File: src/rtl/traffic_pkg.sv
// traffic_pkg -- shared types and constants for the traffic_sequencer slice.
//   state_e      : six-state signal sequence, in cycling order
//   LAMP_*       : one-hot lamp codes {red,yellow,green}
//   DWELL_W      : width of the dwell counter / sec_left
//   next_state() : successor in the fixed cycle
//   lamp_decode(): state -> {ns, ew} lamp codes
package traffic_pkg;

    localparam int DWELL_W = 8;
    typedef logic [DWELL_W-1:0] dwell_t;

    localparam logic [2:0] LAMP_RED    = 3'b100;
    localparam logic [2:0] LAMP_YELLOW = 3'b010;
    localparam logic [2:0] LAMP_GREEN  = 3'b001;

    typedef enum logic [2:0] {
        ST_NS_GREEN  = 3'd0,
        ST_NS_YELLOW = 3'd1,
        ST_ALLRED_EW = 3'd2,
        ST_EW_GREEN  = 3'd3,
        ST_EW_YELLOW = 3'd4,
        ST_ALLRED_NS = 3'd5
    } state_e;

    typedef struct packed {
        logic [2:0] ns;
        logic [2:0] ew;
    } lamps_t;

    function automatic state_e next_state(input state_e s);
        state_e n;
        case (s)
            ST_NS_GREEN:  n = ST_NS_YELLOW;
            ST_NS_YELLOW: n = ST_ALLRED_EW;
            ST_ALLRED_EW: n = ST_EW_GREEN;
            ST_EW_GREEN:  n = ST_EW_YELLOW;
            ST_EW_YELLOW: n = ST_ALLRED_NS;
            default:      n = ST_NS_GREEN;
        endcase
        return n;
    endfunction

    // Anything not explicitly green/yellow decodes to all-red, so an
    // illegal state code can never show two non-red lamps.
    function automatic lamps_t lamp_decode(input state_e s);
        lamps_t l;
        l.ns = LAMP_RED;
        l.ew = LAMP_RED;
        case (s)
            ST_NS_GREEN:  l.ns = LAMP_GREEN;
            ST_NS_YELLOW: l.ns = LAMP_YELLOW;
            ST_EW_GREEN:  l.ew = LAMP_GREEN;
            ST_EW_YELLOW: l.ew = LAMP_YELLOW;
            default:      ;
        endcase
        return l;
    endfunction

endpackage

File: src/rtl/traffic_sequencer_dwell_timer.sv
// dwell_timer -- loadable down-counter paced by the 1 Hz tick.
//   clk, rst : clock, asynchronous active-high reset (count <= RST_VAL)
//   load     : load load_val this edge (wins over tick)
//   load_val : value loaded on state entry (duration-1)
//   tick     : decrement enable; counter saturates at zero
//   count    : registered counter value
//   zero     : count == 0
module dwell_timer
    import traffic_pkg::*;
#(
    parameter int     W       = DWELL_W,
    parameter logic [W-1:0] RST_VAL = '0
) (
    input  logic         clk,
    input  logic         rst,
    input  logic         load,
    input  logic [W-1:0] load_val,
    input  logic         tick,
    output logic [W-1:0] count,
    output logic         zero
);

    assign zero = (count == '0);

    always_ff @(posedge clk or posedge rst) begin
        if (rst)
            count <= RST_VAL;
        else if (load)
            count <= load_val;
        else if (tick && !zero)
            count <= count - 1'b1;
    end

endmodule

File: src/rtl/traffic_sequencer.sv
// traffic_sequencer -- two-road intersection controller with pedestrian walk.
//   clk        : system clock, all state on rising edge
//   rst        : asynchronous active-high reset (restarts in ALLRED_NS)
//   tick       : one-clk 1 Hz enable, the only time base
//   ew_sensor  : east-west vehicle present
//   ped_req    : pedestrian request to cross the NS road
//   ns_light   : NS lamp, one-hot {red,yellow,green}, registered
//   ew_light   : EW lamp, same encoding, registered
//   walk       : walk lamp, lit for a whole EW green if requested before it
//   sec_left   : ticks remaining in the current state minus one
// NS is the default road: it stays green after its minimum dwell until an
// EW vehicle or pedestrian request is pending. Parameters are legal 1..255.
module traffic_sequencer
    import traffic_pkg::*;
#(
    parameter int GREEN_SEC  = 10,
    parameter int YELLOW_SEC = 3,
    parameter int ALLRED_SEC = 2
) (
    input  logic               clk,
    input  logic               rst,
    input  logic               tick,
    input  logic               ew_sensor,
    input  logic               ped_req,
    output logic [2:0]         ns_light,
    output logic [2:0]         ew_light,
    output logic               walk,
    output logic [DWELL_W-1:0] sec_left
);

    localparam dwell_t GREEN_LD  = dwell_t'(GREEN_SEC - 1);
    localparam dwell_t YELLOW_LD = dwell_t'(YELLOW_SEC - 1);
    localparam dwell_t ALLRED_LD = dwell_t'(ALLRED_SEC - 1);

    function automatic dwell_t dwell_load(input state_e s);
        dwell_t d;
        case (s)
            ST_NS_GREEN, ST_EW_GREEN:   d = GREEN_LD;
            ST_NS_YELLOW, ST_EW_YELLOW: d = YELLOW_LD;
            default:                    d = ALLRED_LD;
        endcase
        return d;
    endfunction

    state_e state;
    state_e state_nxt;
    logic   advance;
    logic   enter_ew;
    logic   ew_pending;
    logic   ped_pending;
    dwell_t cnt;
    logic   cnt_zero;
    lamps_t lamps_nxt;

    // Leave a state on the tick that finds the counter at zero, except
    // NS green which additionally waits for a pending EW request.
    always_comb begin
        state_nxt = state;
        advance   = 1'b0;
        if (tick && cnt_zero && !(state == ST_NS_GREEN && !ew_pending)) begin
            advance   = 1'b1;
            state_nxt = next_state(state);
        end
    end

    assign enter_ew  = advance && (state_nxt == ST_EW_GREEN);
    assign lamps_nxt = lamp_decode(state_nxt);

    dwell_timer #(
        .W       (DWELL_W),
        .RST_VAL (ALLRED_LD)
    ) u_dwell (
        .clk      (clk),
        .rst      (rst),
        .load     (advance),
        .load_val (dwell_load(state_nxt)),
        .tick     (tick),
        .count    (cnt),
        .zero     (cnt_zero)
    );

    always_ff @(posedge clk or posedge rst) begin
        if (rst)
            state <= ST_ALLRED_NS;
        else
            state <= state_nxt;
    end

    // Requests arriving during EW green are already being served, so they
    // do not re-arm ew_pending; the entry edge clears, overriding any set.
    always_ff @(posedge clk or posedge rst) begin
        if (rst) begin
            ew_pending  <= 1'b0;
            ped_pending <= 1'b0;
        end else if (enter_ew) begin
            ew_pending  <= 1'b0;
            ped_pending <= 1'b0;
        end else begin
            if ((ew_sensor || ped_req) && state != ST_EW_GREEN)
                ew_pending <= 1'b1;
            if (ped_req)
                ped_pending <= 1'b1;
        end
    end

    // Lamps and walk are registered from the next-state decode so they
    // change on the same edge as the state, with no input-to-output path.
    always_ff @(posedge clk or posedge rst) begin
        if (rst) begin
            ns_light <= LAMP_RED;
            ew_light <= LAMP_RED;
            walk     <= 1'b0;
        end else begin
            ns_light <= lamps_nxt.ns;
            ew_light <= lamps_nxt.ew;
            if (enter_ew)
                walk <= ped_pending;
            else if (state_nxt != ST_EW_GREEN)
                walk <= 1'b0;
        end
    end

    // The counter itself is a register, so sec_left is registered as well.
    assign sec_left = cnt;

endmodule

File: config.mk
export PLATFORM = sky130hd
export DESIGN_NAME = traffic_sequencer
export DESIGN_NICKNAME = d
export VERILOG_FILES = /design/src/rtl/traffic_pkg.sv /design/src/rtl/traffic_sequencer_dwell_timer.sv /design/src/rtl/traffic_sequencer.sv
export SDC_FILE = /design/constraint.sdc
export NUM_CORES = 1
export LEC_CHECK = 0
export ABC_AREA = 1
export CAP_MARGIN = 20
export CORE_MARGIN = 3
export CORE_UTILIZATION = 60
export DETAILED_ROUTE_END_ITERATION = 8
export DONT_BUFFER_PORTS = 1
export PLACE_DENSITY = 0.87
export SLEW_MARGIN = 20
export SYNTH_ARGS = -nofsm -noshare
export SYNTH_HDL_FRONTEND = slang
export SYNTH_SLANG_ARGS = --single-unit
File: constraint.sdc
create_clock -name clk -period 4 [get_ports clk]
set_input_delay 0.2 -clock clk [delete_from_list [all_inputs] [get_ports clk]]
set_output_delay 0.2 -clock clk [all_outputs]
set_load 0.1 [all_outputs]
# [Word-level counts from Yosys, hierarchy flattened]
# Index checks and enable logic that the tools add are counted.
[classes] addsub=1 eq_ne=9 n_mux=14 n_reduce_logical=19
[ops] operator="$mux W8" count=2
[ops] operator="$pmux W3 S5" count=1
[ops] operator="$pmux W3 S2" count=2
[ops] operator="$eq A3 B2 Y1 const B" count=3
[ops] operator="$logic_not A8 Y1" count=1
[ops] operator="$pmux W4 S2" count=1
[ops] operator="$reduce_bool A2 Y1" count=4
[ops] operator="$sub A8 B1 Y8 const B" count=1
[ops] operator="$mux W1" count=7
[ops] operator="$eq A3 B1 Y1 const B" count=2
[ops] operator="$eq A3 B3 Y1 const B" count=2
[ops] operator="$logic_and A1 B1 Y1" count=6
[ops] operator="$logic_not A3 Y1" count=2
[ops] operator="$ne A3 B2 Y1 const B" count=2
[ops] operator="$reduce_or A2 Y1" count=2
[ops] operator="$logic_not A1 Y1" count=3
[ops] operator="$mux W3" count=1
[ops] operator="$logic_or A1 B1 Y1" count=1
[word_totals] register_bits=20 input_bits=5 out_inout_bits=15 wordCells=50

# [Depth between registers and ports, before layout]
# Gate-level depths: netlist of run 1.
[logic_depth] depth_word=9 depth_mapped=10 ltp_nobuf=10

# [Modules after synthesis]
# Synthesis of run 1 repeated with hierarchy kept, for this count alone.
[unflattened] hier_cells=159 area_unflattened_um2=1239.9
[by_module_without_submodules] module="dwell_timer" n_inst=1 cells_each=91 area_per_inst_um2=625.6 seq_area_each_um2=201.4
[by_module_without_submodules] module="traffic_sequencer" n_inst=1 cells_each=68 area_per_inst_um2=614.3 seq_area_each_um2=305.3

# [Worst setup path before layout of run 1]
# OpenSTA, ideal clock, no wires.
[synth_path] path_kind="flip-flop to flip-flop" from="register u_dwell.count[1]" to="register u_dwell.count[7]" setup_time_ns=0.122 arrival_ns=1.983 t_required_ns=3.878 setup_slack_ns=1.895 path_stages_with_launch=11 path_buffers=0 synth_period_minus_slack_ns=2.105 path_cell_list="dfrtp_1 -> inv_1 -> ha_1 -> nand2_1 -> nor2_1 -> nand2_1 -> nand2_1 -> nor2_1 -> nand3_1 -> nand2_1 -> nand2_1"
[synth_between] elab_chain_cells=5 elab_cells_between_ends=10 classes_between="add/sub (1); mux (3); reduce/logical (6)"
[synth_rtl] item="start, declared" line_no="traffic_sequencer_dwell_timer.sv:19" text="output logic [W-1:0] count,"
[synth_rtl] item="start signal, assigned" line_no="traffic_sequencer_dwell_timer.sv:29" text="count <= load_val;"
[synth_rtl] item="start signal, assigned" line_no="traffic_sequencer_dwell_timer.sv:31" text="count <= count - 1'b1;"
[synth_rtl] item="branches (longest 5 deep; another with $sub A8 B1 Y8)"
# Several ways; the timed one is not identified. The select of a mux whose other input is x is not followed.
# A chain may end at the register's enable or synchronous reset.

# [Worst setup path in the final report of run 1]
# Same ends and word-level chain as after synthesis.

==> results of run 1 <==
[per-stage QoR]
stage                     instance area (µm²)  hold slack [ns]  std cells  util [%]
after floorplan                          1020            0.160        126         -
after global placement                   1040            0.232        142      66.5
after detailed placement                 1040            0.254        142      66.5
after CTS                                1080           0.0554        147      69.5
after global routing                     1080           0.0594        147      69.5
final                                    1080           0.0585        147      69.5
[cell type report]
| class | instances | share of cell area [%] |
|---|---|---|
| inverter | 20 | 6.93 |
| clock buffer | 4 | 3.35 |
| timing repair buffer | 1 | 0.924 |
| sequential | 20 | 46.8 |
| multi-input combinational | 86 | 40.2 |
| tap | 16 | 1.85 |
[cell usage after synthesis]
library cell	number
sky130_fd_sc_hd__nand2_4	1
sky130_fd_sc_hd__nor2_2	1
sky130_fd_sc_hd__nand4_1	3
sky130_fd_sc_hd__ha_1	2
sky130_fd_sc_hd__nor2_4	1
sky130_fd_sc_hd__nand2_1	33
sky130_fd_sc_hd__a21oi_4	1
sky130_fd_sc_hd__o21ai_0	7
sky130_fd_sc_hd__nand3_1	9
sky130_fd_sc_hd__nand2_2	3
sky130_fd_sc_hd__dfstp_2	5
sky130_fd_sc_hd__nor3_1	1
sky130_fd_sc_hd__inv_1	17
sky130_fd_sc_hd__inv_2	3
sky130_fd_sc_hd__dfrtp_1	15
sky130_fd_sc_hd__o21a_1	1
sky130_fd_sc_hd__nor2_1	18
sky130_fd_sc_hd__xor2_1	5
[sequential cells by signal, indices dropped and copies added (netlist names)]
signal and count:
ew_light 3, ew_pending 1, ns_light 3, ped_pending 1, state 3, u_dwell.count 8
walk 1
[cell families after synthesis]
logic type               Yosys count  share of synthesized area (%)
flip-flops                        20                           49.8
AO/OA/AOI/OAI                      9                           5.78
adder cells (fa/ha/maj)            2                           2.46
XOR/XNOR                           5                           4.30
buffers and inverters             20                           7.38
AND/OR/NAND/NOR                   70                           30.3
[final timing paths]
kind | slack (ns) | to | startpoint
setup / recovery | 1.67 | u_dwell.count[7]$_DFFE_PP0P_ | u_dwell.count[1]$_DFFE_PP0P_
hold / removal | 0.06 | ped_pending$_DFFE_PP0P_ | ped_req
setup reg to reg | 1.67 | u_dwell.count[7]$_DFFE_PP0P_ | u_dwell.count[1]$_DFFE_PP0P_
hold reg to reg | 0.49 | walk$_DFFE_PP0P_ | ped_pending$_DFFE_PP0P_
max in group asynchronous | 3.09 | ns_light[0]$_DFF_PP0_ | rst
min in group asynchronous | 0.45 | u_dwell.count[4]$_DFFE_PP0P_ | rst
[routing by layer]
metal  GRT usage (%)  routed length [µm]
met5               0                   0
met4            12.2                  39
met3            3.07                 105
met2            36.3                1030
met1            22.4                 747
==> flow_summary.ini, run 1 <==
[sta]
tns_ns = 0
timing.slew.headroom_pct = 34.8
max_freq_mhz = 430
tightest_slew_ns = 0.979
final-setup-viol-count = 0
timing.final.max_slew_violations = 0
final-hold-violation-count = 0
skew_ns = 0.00549
fin_crit_ns = 2.33
min_setup_slack_post_route_ns = 1.67
layout_worst_path_cycle_share_pct = 58.2
rsz0062_at_grt = no

[synth]
synth_top_cells_by_area = sky130_fd_sc_hd__dfrtp_1 37%, sky130_fd_sc_hd__dfstp_2 13%, sky130_fd_sc_hd__nand2_1 12%
yosys.area.top_type = sky130_fd_sc_hd__dfrtp_1
postSynthCellCount = 126
ys_ff_latch = 20
ys_seq_area_share_pct = 49.8
syn-mean-instance-area_um2 = 8.07
synth_cell_type_count = 18
syn-cell-area_um2 = 1020
yosysTopAreaCellShare_pct = 36.9
synth.net_count = 133
synth_warnings = 0

[run]
maxCapViolations = 0

[cells_and_area]
multiInputGateArea_um2 = 435
filler_cell_count = 121
nets = 139
commonest_non_fill_non_tap_cell_in_the_layout = sky130_fd_sc_hd__nand2_1
area_growth_pct = 6.52
antenna_cells_inserted = 0
final_cell_mix = 33 x sky130_fd_sc_hd__nand2_1, 18 x sky130_fd_sc_hd__nor2_1, 17 x sky130_fd_sc_hd__inv_1, 15 x sky130_fd_sc_hd__dfrtp_1, 9 x sky130_fd_sc_hd__nand3_1
ff_latch_area_um2 = 507
drive_gt1_share_pct = 14.5

[floorplan]
num_io_pins = 20
area_of_the_placeable_core_um2 = 1560
die-height_um = 47.2
num_rows = 14
floorplan.die_area_um2 = 2230
initial_utilization_pct = 65.2
dieWidth_um = 47.2

[critical_path]
critPathMostFrequentCell = sky130_fd_sc_hd__nand2_1
path_depth = 10
critical-path-slowest-cell = sky130_fd_sc_hd__dfrtp_1
timing.critical_path.cells = inv_1 > ha_1 > nand2_1 > nor2_1 > nand2_1 > nand2_1 > nor2_1 > nand3_1 > nand2_1 > nand2_1
worst_ep_required_time_ns = 4.20
crit_buf_inv = 1
cp-start-kind = register
ff2ff_path_depth = 10
setup.worst_path.class = reg -> reg
critical_path.max_stage_delay_ns = 0.98
cp_data_arrival_time_ns = 2.52
worstPathMaxFanout = 3
timing.critical_path.to_type = register
critical-path-top-delay-family = flip-flops

[status]
status = finished clean

[clocking]
numCtsBuffers = 3
number_of_buffers_inserted_by_hold_repair_at_cts = 1
tritoncts_num_sinks = 20
clock_tree.htree_level_count = 1
cts_post_setup_buffers_inserted = 0
post_cts.resized_instances = 0
ctsLongestPathBuffers = 2
clk_root_buffer_cell = sky130_fd_sc_hd__clkbuf_4
clkSlewWorstSetupHoldPaths_ns = 0.11
tritoncts = yes
clock_insertion_delay_worst_skew_ns = 0.30

[placed_design]
dp_slack_ns = 1.67
gp_congestion = 0.838
hpwlAfterDp_um = 1490
portBuffers = 0

[grt]
grt_first_pass_wirelength_um = 3130
gr-usage-all-layers_pct = 20.3
vias_in_the_first_global_route = 789
maximum_number_of_pins_on_one_net_before_global_route_repair = 21
antenna_violations_before_repair = 0
global_route.overflow_total = 0

[detailed_routing]
drt_iter0_drc = 16
postRouteAntennaNets = 0
avgRoutedWirePerCell_um = 13.1
post-route-drc-count = 0
avgViaCountPerCell = 5.54
drt-pass1-iter-count = 4
wirelength_um = 1930
route.vias.total = 814

[worst_hold_path]
timing.hold.worst_path_depth = 2
hold_class = in -> reg
Power of run 1 is left out: the tool's default activity adds up to more than one toggle a clock period on the data nets, which glitch-free logic cannot reach.
==> run 2: changes to the inputs <==
Clock period 4 ns to 2.4 ns, I/O delays scaled along.
==> run 2 against run 1 <==
Against the previous run:
- sequential share of layout area down 3.5 points
- worst setup slack got worse by 0.93 ns
- critical path type unchanged
- largest cell class unchanged
- critical path depth unchanged
- first-iteration DRC count grew 25%
- sequential cell count did not move
- die area did not move
- count of clock-buffer cells in the layout stayed put
- highest routed layer unchanged
- register-to-register slack lost 0.93 ns
- hold slack worse by 0.021 ns
- fmax grew 40%
==> flow_summary.ini, run 2 (synthesized netlist as in run 1, its figures left out) <==
[clocking]
numCtsBuffers = 3
clock_tree.htree_level_count = 1
tritoncts = yes
tritoncts_num_sinks = 20
clk_root_buffer_cell = sky130_fd_sc_hd__clkbuf_4
post_cts.resized_instances = 0
cts_post_setup_buffers_inserted = 0
clkSlewWorstSetupHoldPaths_ns = 0.11
clock_insertion_delay_worst_skew_ns = 0.30
ctsLongestPathBuffers = 2
number_of_buffers_inserted_by_hold_repair_at_cts = 3

[cells_and_area]
largest_register_ffs = 8
commonest_non_fill_non_tap_cell_in_the_layout = sky130_fd_sc_hd__nand2_1
final_util_pct = 75.1
ff_latch_area_um2 = 507
design_area_um2 = 1170
multiInputGateArea_um2 = 435
area_growth_pct = 15.1
max_flop_register = u_dwell.count
final_cell_mix = 33 x sky130_fd_sc_hd__nand2_1, 18 x sky130_fd_sc_hd__nor2_1, 17 x sky130_fd_sc_hd__inv_1, 15 x sky130_fd_sc_hd__dfrtp_1
drive_gt1_share_pct = 19.7
nets = 150
filler_cell_count = 116
antenna_cells_inserted = 0
layout.cells.non_filler = 158

[grt]
global_route.overflow_total = 0
maximum_number_of_pins_on_one_net_before_global_route_repair = 21
gr-usage-all-layers_pct = 22.1
vias_in_the_first_global_route = 783
grt_first_pass_wirelength_um = 3370
antenna_violations_before_repair = 0

[placed_design]
portBuffers = 0
gp_congestion = 0.867
dp_cells = 151
area_after_detailed_placement_um2 = 1100
hpwlAfterDp_um = 1600

[run]
maxCapViolations = 0

[sta]
tightest_slew_ns = 0.891
tns_ns = 0
fin_crit_ns = 1.66
skew_ns = 0.00363
max_freq_mhz = 603
timing.slew.headroom_pct = 40.6
layout_worst_path_cycle_share_pct = 69.0
final-setup-viol-count = 0
final-hold-violation-count = 0
rsz0062_at_grt = no
timing.final.max_slew_violations = 0

[detailed_routing]
route.vias.total = 865
avgRoutedWirePerCell_um = 13.3
avgViaCountPerCell = 5.47
drt_iter0_drc = 20
postRouteAntennaNets = 0
drt-pass1-iter-count = 4
post-route-drc-count = 0
wirelength_um = 2100

[floorplan]
initial_utilization_pct = 65.2
num_rows = 14
die-height_um = 47.2
floorplan.die_area_um2 = 2230
area_of_the_placeable_core_um2 = 1560
num_io_pins = 20
dieWidth_um = 47.2

[critical_path]
worstPathMaxFanout = 5
crit_buf_inv = 1
cp-start-kind = register
ff2ff_setup_slack_ns = 0.74
timing.critical_path.cells = inv_1 > ha_1 > nand2_1 > nor2_1 > nand2_1 > nand2_1 > nor2_1 > nand3_1 > nand2_1 > nand2_1
cp_data_arrival_time_ns = 1.86
setup.worst_path.class = reg -> reg
timing.critical_path.to_type = register
worst_ep_required_time_ns = 2.61
critical_path.max_stage_delay_ns = 0.55
critPathMostFrequentCell = sky130_fd_sc_hd__nand2_1
critical-path-top-delay-family = simple AND/OR/NAND/NOR gates
critical-path-slowest-cell = sky130_fd_sc_hd__dfstp_2

[worst_hold_path]
hold_class = in -> reg

[status]
status = finished clean
==> run 2: worst register-to-register path: cells and delay by family (launching register included) <==
| kind | cells | cell delay (ns) |
|---|---|---|
| buffers and inverters | 1 | 0.08 |
| and+or+nand+nor | 8 | 0.72 |
| DFF | 1 | 0.55 |
| adders and majority gates | 1 | 0.22 |
==> run 2: area by class of cell <==
cell class / instances / area share, %
Timing Repair Buffer: 12 / 8.33
Tap cell: 16 / 1.71
Multi-Input combinational cell: 86 / 37.2
Clock buffer: 4 / 3.10
Inverter: 20 / 6.41
Sequential cell: 20 / 43.3
==> run 2: path summary, 6_finish.rpt <==
path	from	to	cells after the start
max	u_dwell.count[0]$_DFFE_PP1P_	u_dwell.count[7]$_DFFE_PP0P_	10
max reg2reg	u_dwell.count[0]$_DFFE_PP1P_	u_dwell.count[7]$_DFFE_PP0P_	10
min in group asynchronous	rst	u_dwell.count[2]$_DFFE_PP0P_	2
min	ped_req	ew_pending$_DFFE_PP0P_	3
min reg2reg	ped_pending$_DFFE_PP0P_	walk$_DFFE_PP0P_	2
max in group asynchronous	rst	ew_light[1]$_DFF_PP0_	2
==> run 2: layer usage <==
metal / part of all wire, % / GRT usage (%)
met3: 3.8 / 2.68
met4: 2.3 / 11.6
met1: 39 / 25.0
met5: 0 / 0
met2: 55 / 40.1
==> run 2: metrics by stage <==
step	hold WS, ns	worst slack (ns)
5_1_grt	0.0524	0.531
3_5_place_dp	0.171	0.768
3_3_place_gp	0.153	0.833
6_report	0.0373	0.743
4_1_cts	0.0369	0.745
2_1_floorplan	0.0801	0.295
Power of run 2 is left out for the same reason.
==> run 3: changes to the inputs <==
Settings changed: CORE_UTILIZATION 60 to 54, PLACE_DENSITY 0.87 to 0.83.
Clock period 2.4 ns to 1.4 ns, I/O delays scaled along.
==> run 3 against run 2 <==
Against the previous run:
- the flow now finishes with violations (hold timing, setup timing)
- largest cell class is now multi-input combinational cells
- routed wire length grew 59%
- hold slack got worse by 0.055 ns
- register-to-register slack lost 1.0 ns
- critical path type unchanged
- clock skew increased by 0.0085 ns
==> flow_summary.ini, run 3 (synthesized netlist as in run 1, its figures left out) <==
[detailed_routing]
route.vias.total = 1036
post-route-drc-count = 0
wirelength_um = 3340
avgViaCountPerCell = 5.60
drt_iter0_drc = 43
avgRoutedWirePerCell_um = 18.0
drt-pass1-iter-count = 6
postRouteAntennaNets = 0

[sta]
tightest_slew_ns = 0.512
timing.slew.headroom_pct = 66.0
timing.final.max_slew_violations = 0
layout_worst_path_cycle_share_pct = 120
rsz0062_at_grt = yes
final-setup-viol-count = 19
fin_crit_ns = 1.68
min_setup_slack_post_route_ns = -0.284
max_freq_mhz = 594
holdWs_ns = -0.0173
skew_ns = 0.0121
final-hold-violation-count = 2

[critical_path]
worstPathMaxFanout = 3
worst_ep_required_time_ns = 1.60
r2r-end = u_dwell.count[6]$_DFFE_PP0P_
ff2ff_setup_slack_ns = -0.28
cp-start-kind = register
ff2ff_path_depth = 9
timing.critical_path.to_type = register
cp_data_arrival_time_ns = 1.88
r2r-start = u_dwell.count[0]$_DFFE_PP1P_
setup.worst_path.class = reg -> reg

[grt]
grt_first_pass_wirelength_um = 4640
antenna_violations_before_repair = 0
maximum_number_of_pins_on_one_net_before_global_route_repair = 13
gr-usage-all-layers_pct = 25.8
global_route.overflow_total = 0
vias_in_the_first_global_route = 1009

[clocking]
tritoncts_num_sinks = 20
tritoncts = yes
numCtsBuffers = 3
clock_insertion_delay_worst_skew_ns = 0.31
ctsLongestPathBuffers = 2
clk_root_buffer_cell = sky130_fd_sc_hd__clkbuf_4
clock_tree.htree_level_count = 1
clkSlewWorstSetupHoldPaths_ns = 0.12

[status]
status = finished, violations left
violations = hold timing, setup timing

[floorplan]
area_of_the_placeable_core_um2 = 1750
num_rows = 15
die-height_um = 49.4
initial_utilization_pct = 58.3
floorplan.die_area_um2 = 2440
dieWidth_um = 49.4
num_io_pins = 20

[placed_design]
hpwlAfterDp_um = 1760
gp_congestion = 0.837
dp_cells = 175
portBuffers = 0

[cells_and_area]
final_cell_mix = 24 x sky130_fd_sc_hd__buf_4, 20 x sky130_fd_sc_hd__nand2_1, 15 x sky130_fd_sc_hd__inv_1, 11 x sky130_fd_sc_hd__nor2_1, 10 x sky130_fd_sc_hd__nand2_2
area_growth_pct = 44.8
max_flop_register = u_dwell.count
antenna_cells_inserted = 0
drive_gt1_share_pct = 48.1
nets = 168
filler_cell_count = 101
commonest_non_fill_non_tap_cell_in_the_layout = sky130_fd_sc_hd__buf_4
largest_register_ffs = 8
layout.cells.non_filler = 185

[worst_hold_path]
hold_worst_path_end = u_dwell.count[0]$_DFFE_PP1P_
timing.hold.worst_path_depth = 3
hold_class = in -> reg
min-delay-start = tick

[run]
maxCapViolations = 0
-- run 3: critical path: stages (launching register included) --
cell and delay [ns]:
sky130_fd_sc_hd__dfstp_4 0.65, sky130_fd_sc_hd__inv_4 0.04, sky130_fd_sc_hd__ha_4 0.16, sky130_fd_sc_hd__nand2_2 0.07, sky130_fd_sc_hd__nor2_2 0.04, sky130_fd_sc_hd__nand2_2 0.13, sky130_fd_sc_hd__nand2_4 0.11, sky130_fd_sc_hd__nor2_4 0.13
sky130_fd_sc_hd__nand2_2 0.08, sky130_fd_sc_hd__xor2_1 0.16
-- run 3: final cells by class --
cell class / count / area [µm²] / share of cell area, %
clock buffer: 4 / 26.3 / 1.78
timing repair buffer: 30 / 243 / 16.5
sequential: 20 / 522 / 35.4
tap: 25 / 31.3 / 2.12
inverter: 20 / 85.1 / 5.78
multi-input combinational: 86 / 566 / 38.4
-- run 3: timing repair --
action	CTS	global route
resized for setup	15	20
gates cloned	0	0
setup endpoints to repair	18	20
buffers inserted	1	1
hold buffers	3	1
endpoints found under the hold margin	18	3
pin swaps	6	8
-- run 3: through the flow --
stage               setup slack (ns)  cell area [µm²]  util, %  TNS (ns)
global route                  -0.367             1470     84.4     -5.22
CTS                           -0.144             1390     79.8     -1.71
floorplan                     -0.363             1060        -     -4.51
detailed placement            -0.194             1270     73.0     -2.14
global placement              -0.114             1270     73.0     -1.19
finish                        -0.284             1470     84.4     -3.70
-- run 3: routing by layer --
layer  up-vias  part of all wire [%]  GRT usage (%)
li1        459                     -              -
met1       491                    34           27.3
met2        62                    54           45.1
met3        24                   5.4           5.20
met4         0                   6.1           18.4
met5         -                     0              0
-- run 3: worst max-delay path by stage --
stage                                       from                            to  slack [ns]  depth (start not counted)
global placement    u_dwell.count[0]$_DFFE_PP1P_         ns_light[0]$_DFF_PP0_       -0.11                         10
detailed placement  u_dwell.count[0]$_DFFE_PP1P_  u_dwell.count[6]$_DFFE_PP0P_       -0.19                          9
global route        u_dwell.count[0]$_DFFE_PP1P_  u_dwell.count[6]$_DFFE_PP0P_       -0.37                          9
CTS                 u_dwell.count[0]$_DFFE_PP1P_  u_dwell.count[7]$_DFFE_PP0P_       -0.14                         10
finish              u_dwell.count[0]$_DFFE_PP1P_  u_dwell.count[6]$_DFFE_PP0P_       -0.28                          9
floorplan           u_dwell.count[0]$_DFFE_PP1P_  u_dwell.count[6]$_DFFE_PP0P_       -0.36                          9
Power of run 3 is left out for the same reason.
